### src/rtl/wts_key_scheduler_pkg.sv
// Shared command codes and sizing defaults for the key scheduler slice.
// Latency: n/a (declarations only). Backpressure: n/a.
package wts_key_scheduler_pkg;

  typedef enum logic [1:0] {
    CMD_NONE    = 2'd0,
    CMD_ON      = 2'd1,
    CMD_RELEASE = 2'd2,
    CMD_OFF     = 2'd3
  } cmd_e;

  localparam int CH_NUM_DEF        = 5;
  localparam int PRESCALE_BITS_DEF = 12;
  localparam int CH_W              = 3;
  localparam int GATE_W            = 8;

endpackage

### src/rtl/wts_key_gate_timer.sv
// One channel: pending key command, stored gate length and gate down-counter.
// Latency: state updates on the clk edge after issue/tick. Backpressure: none, last write wins.
module wts_key_gate_timer
  import wts_key_scheduler_pkg::*;
(
  input  logic              clk,
  input  logic              nreset,
  input  logic              wr,
  input  cmd_e              wr_code,
  input  logic [GATE_W-1:0] wr_gate,
  input  logic              issue,
  input  logic              tick,
  output cmd_e              pending,
  output logic              gate_busy
);

  logic [GATE_W-1:0] stored_gate;
  logic [GATE_W-1:0] gate_cnt;
  logic [GATE_W-1:0] cnt_next;
  cmd_e              pend_next;
  logic              auto_rel;

  // An issued key_on reload beats a coincident tick; auto-release only fires on an idle channel.
  always_comb begin
    cnt_next = gate_cnt;
    auto_rel = 1'b0;
    if (issue && pending == CMD_ON) begin
      cnt_next = stored_gate;
    end else if (issue && (pending == CMD_RELEASE || pending == CMD_OFF)) begin
      cnt_next = '0;
    end else if (tick && gate_cnt != '0) begin
      cnt_next = gate_cnt - GATE_W'(1);
      auto_rel = (gate_cnt == GATE_W'(1)) && (pending == CMD_NONE);
    end
  end

  always_comb begin
    pend_next = pending;
    if (wr) begin
      pend_next = wr_code;
    end else if (auto_rel) begin
      pend_next = CMD_RELEASE;
    end else if (issue) begin
      pend_next = CMD_NONE;
    end
  end

  always_ff @(posedge clk or negedge nreset) begin
    if (!nreset) begin
      pending     <= CMD_NONE;
      stored_gate <= '0;
      gate_cnt    <= '0;
      gate_busy   <= 1'b0;
    end else begin
      pending   <= pend_next;
      gate_cnt  <= cnt_next;
      gate_busy <= (cnt_next != '0);
      if (wr) begin
        stored_gate <= wr_gate;
      end
    end
  end

endmodule

### src/rtl/wts_key_scheduler.sv
// Round-robin key event scheduler: one channel served per active pulse, with gate auto-release.
// Latency: pulses decode combinationally in the active clk. Backpressure: none, host writes always accepted.
module wts_key_scheduler
  import wts_key_scheduler_pkg::*;
#(
  parameter int CH_NUM        = CH_NUM_DEF,
  parameter int PRESCALE_BITS = PRESCALE_BITS_DEF
) (
  input  logic              nreset,
  input  logic              clk,
  input  logic              active,
  input  logic              cmd_valid,
  input  logic [CH_W-1:0]   cmd_ch,
  input  logic [1:0]        cmd_code,
  input  logic [GATE_W-1:0] cmd_gate,
  output logic [CH_NUM-1:0] key_on,
  output logic [CH_NUM-1:0] key_release,
  output logic [CH_NUM-1:0] key_off,
  output logic [CH_NUM-1:0] gate_busy
);

  localparam logic [CH_W-1:0] SLOT_LAST = CH_W'(CH_NUM - 1);
  localparam logic [CH_W:0]   CH_LIM    = (CH_W + 1)'(CH_NUM);

  logic [CH_W-1:0]          ff_slot;
  logic [PRESCALE_BITS-1:0] ff_presc;
  logic                     tick;
  logic                     cmd_hit;
  cmd_e                     pend [CH_NUM];

  assign cmd_hit = cmd_valid && (cmd_code != 2'd0) && ({1'b0, cmd_ch} < CH_LIM);
  assign tick    = active && (&ff_presc);

  always_ff @(posedge clk or negedge nreset) begin
    if (!nreset) begin
      ff_slot  <= '0;
      ff_presc <= '0;
    end else if (active) begin
      ff_slot  <= (ff_slot == SLOT_LAST) ? '0 : ff_slot + CH_W'(1);
      ff_presc <= ff_presc + PRESCALE_BITS'(1);
    end
  end

  for (genvar n = 0; n < CH_NUM; n++) begin : g_ch
    wts_key_gate_timer u_gate (
      .clk       (clk),
      .nreset    (nreset),
      .wr        (cmd_hit && (cmd_ch == CH_W'(n))),
      .wr_code   (cmd_e'(cmd_code)),
      .wr_gate   (cmd_gate),
      .issue     (active && (ff_slot == CH_W'(n))),
      .tick      (tick),
      .pending   (pend[n]),
      .gate_busy (gate_busy[n])
    );
  end

  always_comb begin
    key_on      = '0;
    key_release = '0;
    key_off     = '0;
    for (int n = 0; n < CH_NUM; n++) begin
      if (active && (ff_slot == CH_W'(n))) begin
        case (pend[n])
          CMD_ON:      key_on[n]      = 1'b1;
          CMD_RELEASE: key_release[n] = 1'b1;
          CMD_OFF:     key_off[n]     = 1'b1;
          default:     ;
        endcase
      end
    end
  end

endmodule

### config.mk
export PLATFORM = sky130hd
export DESIGN_NAME = wts_key_scheduler
export DESIGN_NICKNAME = d
export VERILOG_FILES = /design/src/rtl/wts_key_scheduler_pkg.sv /design/src/rtl/wts_key_gate_timer.sv /design/src/rtl/wts_key_scheduler.sv
export SDC_FILE = /design/constraint.sdc
export NUM_CORES = 1
export LEC_CHECK = 0
export CAP_MARGIN = 25
export CORE_MARGIN = 5
export CORE_UTILIZATION = 64
export DETAILED_ROUTE_END_ITERATION = 12
export GPL_ROUTABILITY_DRIVEN = 1
export GPL_TIMING_DRIVEN = 0
export MAX_ROUTING_LAYER = met4
export PLACE_DENSITY = 0.91
export SETUP_SLACK_MARGIN = 0.3
export SYNTH_ARGS = -nofsm -noshare
export SYNTH_HDL_FRONTEND = slang
export SYNTH_SLANG_ARGS = --single-unit
### constraint.sdc
create_clock -name clk -period 8.7 [get_ports clk]
set_clock_uncertainty 0.1 [all_clocks]
set_input_delay 0.87 -clock clk [delete_from_list [all_inputs] [get_ports clk]]
set_output_delay 0.87 -clock clk [all_outputs]
set_load 0.02 [all_outputs]
======== Word-level counts from Yosys, hierarchy flattened ========
Index checks and enable logic that the tools add are counted.
cells by class
  add/subtract/negate cells ............... 7
  magnitude comparators ................... 1
  eq/ne operators ......................... 28
  mux-type cells .......................... 76
  reductions and logical operators ........ 62
operators with widths
  operator                                              count
  2-to-1 mux 8 bit                                      15
  nonzero test 8 bit                                    10
  2-to-1 mux 1 bit                                      45
  equality test 8 x 1 -> 1 bit (second input constant)  5
  subtractor 8 x 1 -> 8 bit (second input constant)     5
  logical AND 1 bit                                     33
  2-to-1 mux 2 bit                                      15
  equality test 2 bit (second input constant)           10
  nonzero test 3 bit                                    5
  adder 12 x 1 -> 12 bit (second input constant)        1
  equality test 3 x 2 -> 1 bit (second input constant)  4
  AND reduction 12 bit                                  1
  equality test 2 x 1 -> 1 bit (second input constant)  5
  logical NOT 2 bit                                     5
  equality test 3 x 1 -> 1 bit (second input constant)  2
  equality test 3 bit (second input constant)           2
  logical NOT 3 bit                                     2
  logical OR 1 bit                                      5
  adder 3 x 1 -> 3 bit (second input constant)          1
  less-than comparator 3 bit (second input constant)    1
  2-to-1 mux 3 bit                                      1
  nonzero test 2 bit                                    1
word-level totals
  bits in registers ....................... 110
  input bits .............................. 17
  output and inout bits ................... 20

======== Logic depth before layout (Yosys ltp) ========
Gate-level depths: netlist of the first run.
  depth after elaboration ................. 8
  depth in mapped cells ................... 11
  mapped depth without buffers ............ 8

======== Cells and area by module ========
A second synthesis of the first run with hierarchy kept.
unflattened totals
  cell total of the unflattened synthesis .. 583
  area, all modules ....................... 6,200.9 µm²
modules (own cells, without submodules)
  module              instances  cells each  area each (µm²)  sequential area each (µm²)
  wts_key_gate_timer  5          97          1,049.8          475.5
  wts_key_scheduler   1          98          952.2            375.4

======== Least setup slack after synthesis of the first run ========
No wires, ideal clock.
  path type ............................... input to output
  start point ............................. input port active
  end point ............................... output port key_on[2]
  arrival ................................. 2,285 ps
  required time ........................... 7,730 ps
  setup slack ............................. 5,445 ps
  cell stages on the path ................. 3
  buffers on the path ..................... 1
  cells stage by stage .................... clkbuf_1 > nand3b_1 > nor3_1
between the ends
  cells in the longest elaborated chain, start to end .. 2
ends and longest elaborated chain
  what               RTL line                 source
  start, declared    wts_key_scheduler.sv:11  input logic active,
  logical AND 1 bit  wts_key_scheduler.sv:63  if (active && (ff_slot == CH_W'(n))) begin
  2-to-1 mux 1 bit   wts_key_scheduler.sv:63
  end, declared      wts_key_scheduler.sv:16  output logic [CH_NUM-1:0] key_on,
Every way passes these cells.

======== Final worst setup path of the first run ========
  start point ............................. input port active
  end point ............................... output port key_on[1]
Same word-level chain as after synthesis.

==> flow_metrics.py, run 1 <==
metrics = {
    "outcome": {
        "outcome": "complete, no violations",
    },
    "setup_path": {
        "critPathKind": "in -> out",
        "cp.arrival_ns": 3.69,
        "rr_endpoint": "g_ch[1].u_gate.gate_busy",
        "cp-end-kind": "output port",
        "crit_fanout": 10,
        "required_ns": 7.73,
        "r2r_cells": 11,
        "r2r_slack_ns": 5.15,
        "startpoint_type": "input port",
        "r2r-start": "ff_presc[0]",
    },
    "synthesis": {
        "synth.area.top_cells": "dfrtp_1 (47%), mux2_2 (8.0%), ha_1 (4.4%), nand2_1 (3.6%), nor2_1 (2.9%)",
        "syn-num-nets": 627,
        "yosys.area.top_type_share": 0.466,
        "avgSynthCellArea_um2": 10.0,
        "syn-cell-area_um2": 5910,
        "synth-seq-cells": 110,
        "synth_edf_count": 0,
        "synth_cells": 589,
        "yosysWarnings": 0,
        "synth_top_flop_cell": "dfrtp_1",
        "synth_top_area_cell": "dfrtp_1",
        "yosysSeqAreaShare": 0.466,
        "async_flop_share": 1.00,
        "ys_types": 61,
    },
    "drt": {
        "drc": 0,
        "drt_pre_antenna_iters": 5,
        "dr.first_iter.drc_count": 339,
        "via_count": 4909,
        "wl_per_cell_um": 19.1,
        "via_per_inst": 6.48,
        "final_antenna_net_count": 0,
        "routed_wl_mm": 14.4,
    },
    "sta": {
        "finalCritPeriodShare": 0.536,
        "period_minus_slack_ns": 4.66,
        "rsz0062_at_grt": "no",
        "tightestPinTransition_ns": 0.685,
        "hold_viol": 0,
        "setup-violations-final": 0,
        "tns_ns": 0,
        "slew_violations": 0,
        "slew-limit-headroom": 0.543,
        "fmax_ghz": 0.215,
    },
    "clocking": {
        "cts.sinks": 110,
        "cts-root-buf": "clkbuf_8",
        "cts.hold.buffers_added": 0,
        "numCtsBuffers": 9,
        "cts_setup_buffers": 0,
        "htreeDepth": 3,
        "clk_path_buf_depth": 2,
        "tritoncts": "built",
        "clk_pin_slew_ns": 0.11,
        "cts_resized": 0,
        "insertion_delay_ns": 0.37,
    },
    "pwr": {
        "power_leakage_nw": 2.88,
        "powerDensity_nw_per_um2": 310,
        "ir_drop_mv": 0.138,
    },
    "layout": {
        "area_growth_syn_to_layout_pct": 12.3,
        "nets": 679,
        "diodes": 0,
        "drive_gt1_frac": 0.133,
        "fillers": 674,
        "utilization": 0.729,
    },
    "hold_path": {
        "hp-start": "ff_presc[4]",
        "holdPathEnd": "ff_presc[4]",
        "min_path_type": "reg -> reg",
        "whs_path_depth": 1,
    },
    "placement": {
        "port_buffers": 36,
        "hpwl_mm": 10.4,
        "gp_routability_congestion": 0.972,
    },
    "die": {
        "die_y_um": 106,
        "io_pins": 37,
        "die-area_um2": 11300,
        "start_util": 0.649,
        "fp.dieW_um": 106,
        "row_count": 35,
        "coreArea_um2": 9110,
    },
    "global_routing": {
        "antenna_found_initial": 0,
        "grt_remaining_overflow": 0,
        "gr-usage-all-layers": 0.278,
        "grt_pass1_wl_mm": 24.3,
        "grt_max_degree": 60,
        "grt_pass1_vias": 4830,
    },
    "run": {
        "max_cap_violations": 0,
    },
}
flip-flops by register name, indices dropped and copies added, names as in the netlist:
| register | count |
|---|---|
| g_ch.u_gate.pending | 10 |
| g_ch.u_gate.gate_busy | 5 |
| ff_presc | 12 |
| g_ch.u_gate.stored_gate | 40 |
| g_ch.u_gate.gate_cnt | 40 |
| ff_slot | 3 |
per-layer routing:
layer	vias to the layer above	track usage	wire, um
met2	189	0.455	7220
met5	-	-	0
met1	2427	0.358	6040
li1	2260	-	-
met3	33	0.0376	842
met4	0	0.0990	350
power by group:
group	internal (W)	total, W	switching, W
registers	0.000683	0.000864	0.000182
logic	0.000397	0.000898	0.000501
clock network	0.000110	0.000296	0.000187
total	0.00119	0.00206	0.000869
worst max-delay path: stages:
cell	delay (ns)
clkdlybuf4s50_1	0.55
clkbuf_1	0.37
nand3b_1	0.32
nor3b_1	0.46
clkbuf_1	0.41
clkdlybuf4s50_1	0.70
cell usage in the layout, fill, tap and decap left out, types with 6 or more instances in the layout:
cell type,count
clkbuf_8,9
o211ai_1,9
xor2_1,9
xnor2_1,17
mux2_2,42
inv_1,29
nor2_1,46
nand3_1,27
nand4_1,13
and4_1,6
clkbuf_1,13
clkdlybuf4s50_1,35
a221oi_1,7
nand2_1,56
buf_4,6
a21oi_1,13
buf_2,6
or4_1,9
dfrtp_1,110
nor3_1,18
nor4_1,11
ha_1,21
and3_1,10
nand3b_1,6
o21ai_0,34
worst max-delay path by stage:
stage               startpoint                       end  slack (ns)  cells after the start
floorplan               active                 key_on[2]        5.44                      3
global placement        nreset  g_ch[4].u_gate.gate_busy        2.61                      1
detailed placement      active                 key_on[0]        3.79                      5
CTS                     active                 key_on[0]        3.76                      5
global route            active                 key_on[1]        3.86                      6
finish                  active                 key_on[1]        4.04                      6
cells in the mapped netlist, types with 12 or more instances:
| master | n |
|---|---|
| nand3_1 | 27 |
| nand4_1 | 13 |
| nand2_1 | 56 |
| a21oi_1 | 13 |
| clkbuf_1 | 12 |
| ha_1 | 21 |
| o21ai_0 | 34 |
| mux2_2 | 42 |
| nor2_1 | 46 |
| inv_1 | 29 |
| nor3_1 | 18 |
| xnor2_1 | 17 |
| dfrtp_1 | 110 |
per-stage QoR:
step           worst slack [ns]  cells  hold WS (ns)  power (W)  instance area (um^2)
2_1_floorplan              5.44    589         0.339    0.00149                  5910
3_3_place_gp               2.61    736         0.355    0.00170                  6410
3_5_place_dp               3.79    737         0.364    0.00175                  6440
4_1_cts                    3.76    753         0.384    0.00205                  6620
5_1_grt                    3.86    757         0.408    0.00221                  6640
6_report                   4.04    757         0.383    0.00206                  6640
kinds of logic after synthesis:
kind of cell	Yosys count	share of synthesized area
flip-flops	110	0.466
adder cells (fa/ha/maj)	21	0.0444
AND/OR/NAND/NOR	231	0.210
AO/OA/AOI/OAI	104	0.120
multiplexers	43	0.0817
buffers and inverters	54	0.0394
XOR/XNOR	26	0.0385
final cells by class:
class | instances | area [um^2] | share of cell area
timing repair buffer | 41 | 408 | 0.0614
sequential | 110 | 2750 | 0.415
clock inverter | 6 | 52.6 | 0.00791
tap | 111 | 139 | 0.0209
multi-input combinational | 425 | 2930 | 0.441
inverter | 29 | 109 | 0.0164
clock buffer | 10 | 128 | 0.0192
buffer | 25 | 124 | 0.0187
Power figures use the tool's default switching activity.
==> run 2: changes to the inputs <==
CORE_UTILIZATION = 54   (was 64)
PLACE_DENSITY = 0.83   (was 0.91)
clock period = 3.9 ns   (was 8.7 ns; I/O delays follow)
==> run 2 against run 1 <==
Non-clock buffer count decreased by 1. Count of clock-buffer cells in the layout increased by 1. Combinational power increased by 120%. Final cell count increased by 3.7%. Global-route usage decreased by 3.9 points. Sequential share of layout area decreased by 0.27 points. Largest power group unchanged. Critical endpoint is now key_on[4]. Hold slack got worse by 0.0051 ns.
==> flow_metrics.py, run 2 (synthesis results as in run 1) <==
metrics = {
    "layout": {
        "instances_no_fill": 785,
        "nets": 678,
        "area_growth_syn_to_layout_pct": 13.0,
        "fillers": 871,
        "top_regs": "g_ch.u_gate.gate_cnt x40, g_ch.u_gate.stored_gate x40, ff_presc x12",
        "layout_common_cells": "dfrtp_1 (110), nand2_1 (56), nor2_1 (46), mux2_2 (42), clkdlybuf4s50_1 (35)",
        "mostFrequentLayoutCell": "dfrtp_1",
        "drive_gt1_frac": 0.136,
        "diodes": 0,
        "design_area_um2": 6680,
    },
    "clocking": {
        "cts.sinks": 110,
        "numCtsBuffers": 9,
        "cts_setup_buffers": 0,
        "htreeDepth": 3,
        "cts-root-buf": "clkbuf_8",
        "clk_path_buf_depth": 2,
        "tritoncts": "built",
        "insertion_delay_ns": 0.39,
        "clk_pin_slew_ns": 0.10,
    },
    "die": {
        "start_util": 0.548,
        "die-area_um2": 13100,
        "fp.dieW_um": 115,
        "coreArea_um2": 10800,
        "row_count": 38,
        "die_y_um": 115,
        "io_pins": 37,
    },
    "placement": {
        "port_buffers": 36,
        "hpwl_mm": 10.5,
        "gp_routability_congestion": 0.912,
        "placed_cells": 768,
        "place_ws_ns": 0.00412,
        "dpl-instance-area_um2": 6480,
    },
    "sta": {
        "hold_viol": 0,
        "finalCritPeriodShare": 0.886,
        "tightestPinTransition_ns": 1.12,
        "setup-violations-final": 0,
        "fmax_ghz": 0.289,
        "period_minus_slack_ns": 3.46,
        "tns_ns": 0,
        "slew_violations": 0,
        "slew-limit-headroom": 0.250,
        "rsz0062_at_grt": "no",
        "setup_slack_ns": 0.445,
    },
    "setup_path": {
        "required_ns": 3.41,
        "slowest_delay_ns": 0.88,
        "cp-end-kind": "output port",
        "crit_fanout": 10,
        "cp.arrival_ns": 2.97,
        "startpoint_type": "flip-flop",
        "critPathKind": "reg -> out",
        "r2r_cells": 11,
        "cp-startpoint": "ff_slot[0]",
        "r2r_slack_ns": 0.55,
        "rr_endpoint": "g_ch[1].u_gate.gate_busy",
        "cpMaxStageDelayCell": "nor3_1",
        "cp_cell_sequence": "inv_1 -> ha_1 -> nand3_1 -> nor3_1 -> clkdlybuf4s50_1",
        "r2r-start": "ff_presc[0]",
    },
    "drt": {
        "drt_pre_antenna_iters": 5,
        "routed_wl_mm": 14.6,
        "via_count": 4853,
        "drc": 0,
        "final_antenna_net_count": 0,
        "via_per_inst": 6.18,
        "dr.first_iter.drc_count": 495,
        "wl_per_cell_um": 18.6,
    },
    "global_routing": {
        "antenna_found_initial": 0,
        "grt_remaining_overflow": 0,
        "grt_max_degree": 57,
        "grt_pass1_wl_mm": 23.7,
        "gr-usage-all-layers": 0.239,
        "grt_pass1_vias": 4741,
    },
    "hold_path": {
        "holdPathEnd": "ff_presc[4]",
        "hp-start": "ff_presc[4]",
        "whs_path_depth": 1,
        "min_path_type": "reg -> reg",
    },
    "pwr": {
        "power_leakage_nw": 2.88,
        "ir_drop_mv": 0.408,
        "total_power_w": 0.00457,
        "powerDensity_nw_per_um2": 683,
    },
    "outcome": {
        "outcome": "complete, no violations",
    },
    "run": {
        "max_cap_violations": 0,
    },
}
==> run 2: changes by cell type in the layout (fill, tap and decap cells not counted), sizes merged <==
cell,before,now
inv,33,30
clkbuf,23,24
buf,18,16
dlygate4sd3,0,1
clkinv,0,2
==> run 2: critical path, delay by kind of cell, from the launching register on <==
| kind | cells | cell delay, ns |
|---|---|---|
| DFF | 1 | 0.41 |
| buffers and inverters | 2 | 0.90 |
| adders and majority gates | 1 | 0.24 |
| and+or+nand+nor | 2 | 1.03 |
==> run 2: worst max path at each step <==
| stage | endpoint | cells after the start |
|---|---|---|
| floorplan | g_ch[2].u_gate.gate_busy | 9 |
| global placement | g_ch[4].u_gate.gate_busy | 1 |
| detailed placement | key_on[0] | 5 |
| CTS | key_on[0] | 5 |
| global route | g_ch[0].u_gate.gate_busy | 8 |
| finish | key_on[4] | 5 |
==> run 2: cell type report <==
cell class	instances	area, um^2	area share
buffer	25	128	0.0191
clock buffer	11	141	0.0212
clock inverter	5	33.8	0.00505
inverter	29	109	0.0163
multi-input combinational	425	2940	0.440
sequential	110	2750	0.412
tap	140	175	0.0262
timing repair buffer	40	405	0.0607
==> run 2: through the flow <==
stage | hold WS (ns) | util
after CTS | 0.376 | 0.618
after floorplan | -0.00559 | -
after global routing | 0.404 | 0.619
after detailed placement | 0.356 | 0.601
after global placement | 0.357 | 0.597
final | 0.378 | 0.619
==> run 2: per-layer routing <==
layer	part of all wire	global-route usage	vias to the layer above
li1	-	-	2261
met1	0.43	0.299	2382
met4	0.029	0.0926	0
met5	0	-	-
met2	0.49	0.378	172
met3	0.057	0.0539	38
==> run 2: report_power, final <==
part           total [W]  leakage, nW  internal [W]  switching, W
Combinational    0.00198         1.40      0.000880       0.00110
Sequential       0.00193         1.40       0.00152      0.000409
Clock           0.000648       0.0857      0.000251      0.000398
Total            0.00457         2.88       0.00265       0.00191
==> run 2: timing repair <==
item | 4_1_cts | 5_1_grt
endpoints found under the setup margin | 2 | 5
hold endpoints to repair | 55 | 0
resized for setup | 2 | 4
hold buffers | 1 | 0
pin swaps | 0 | 0
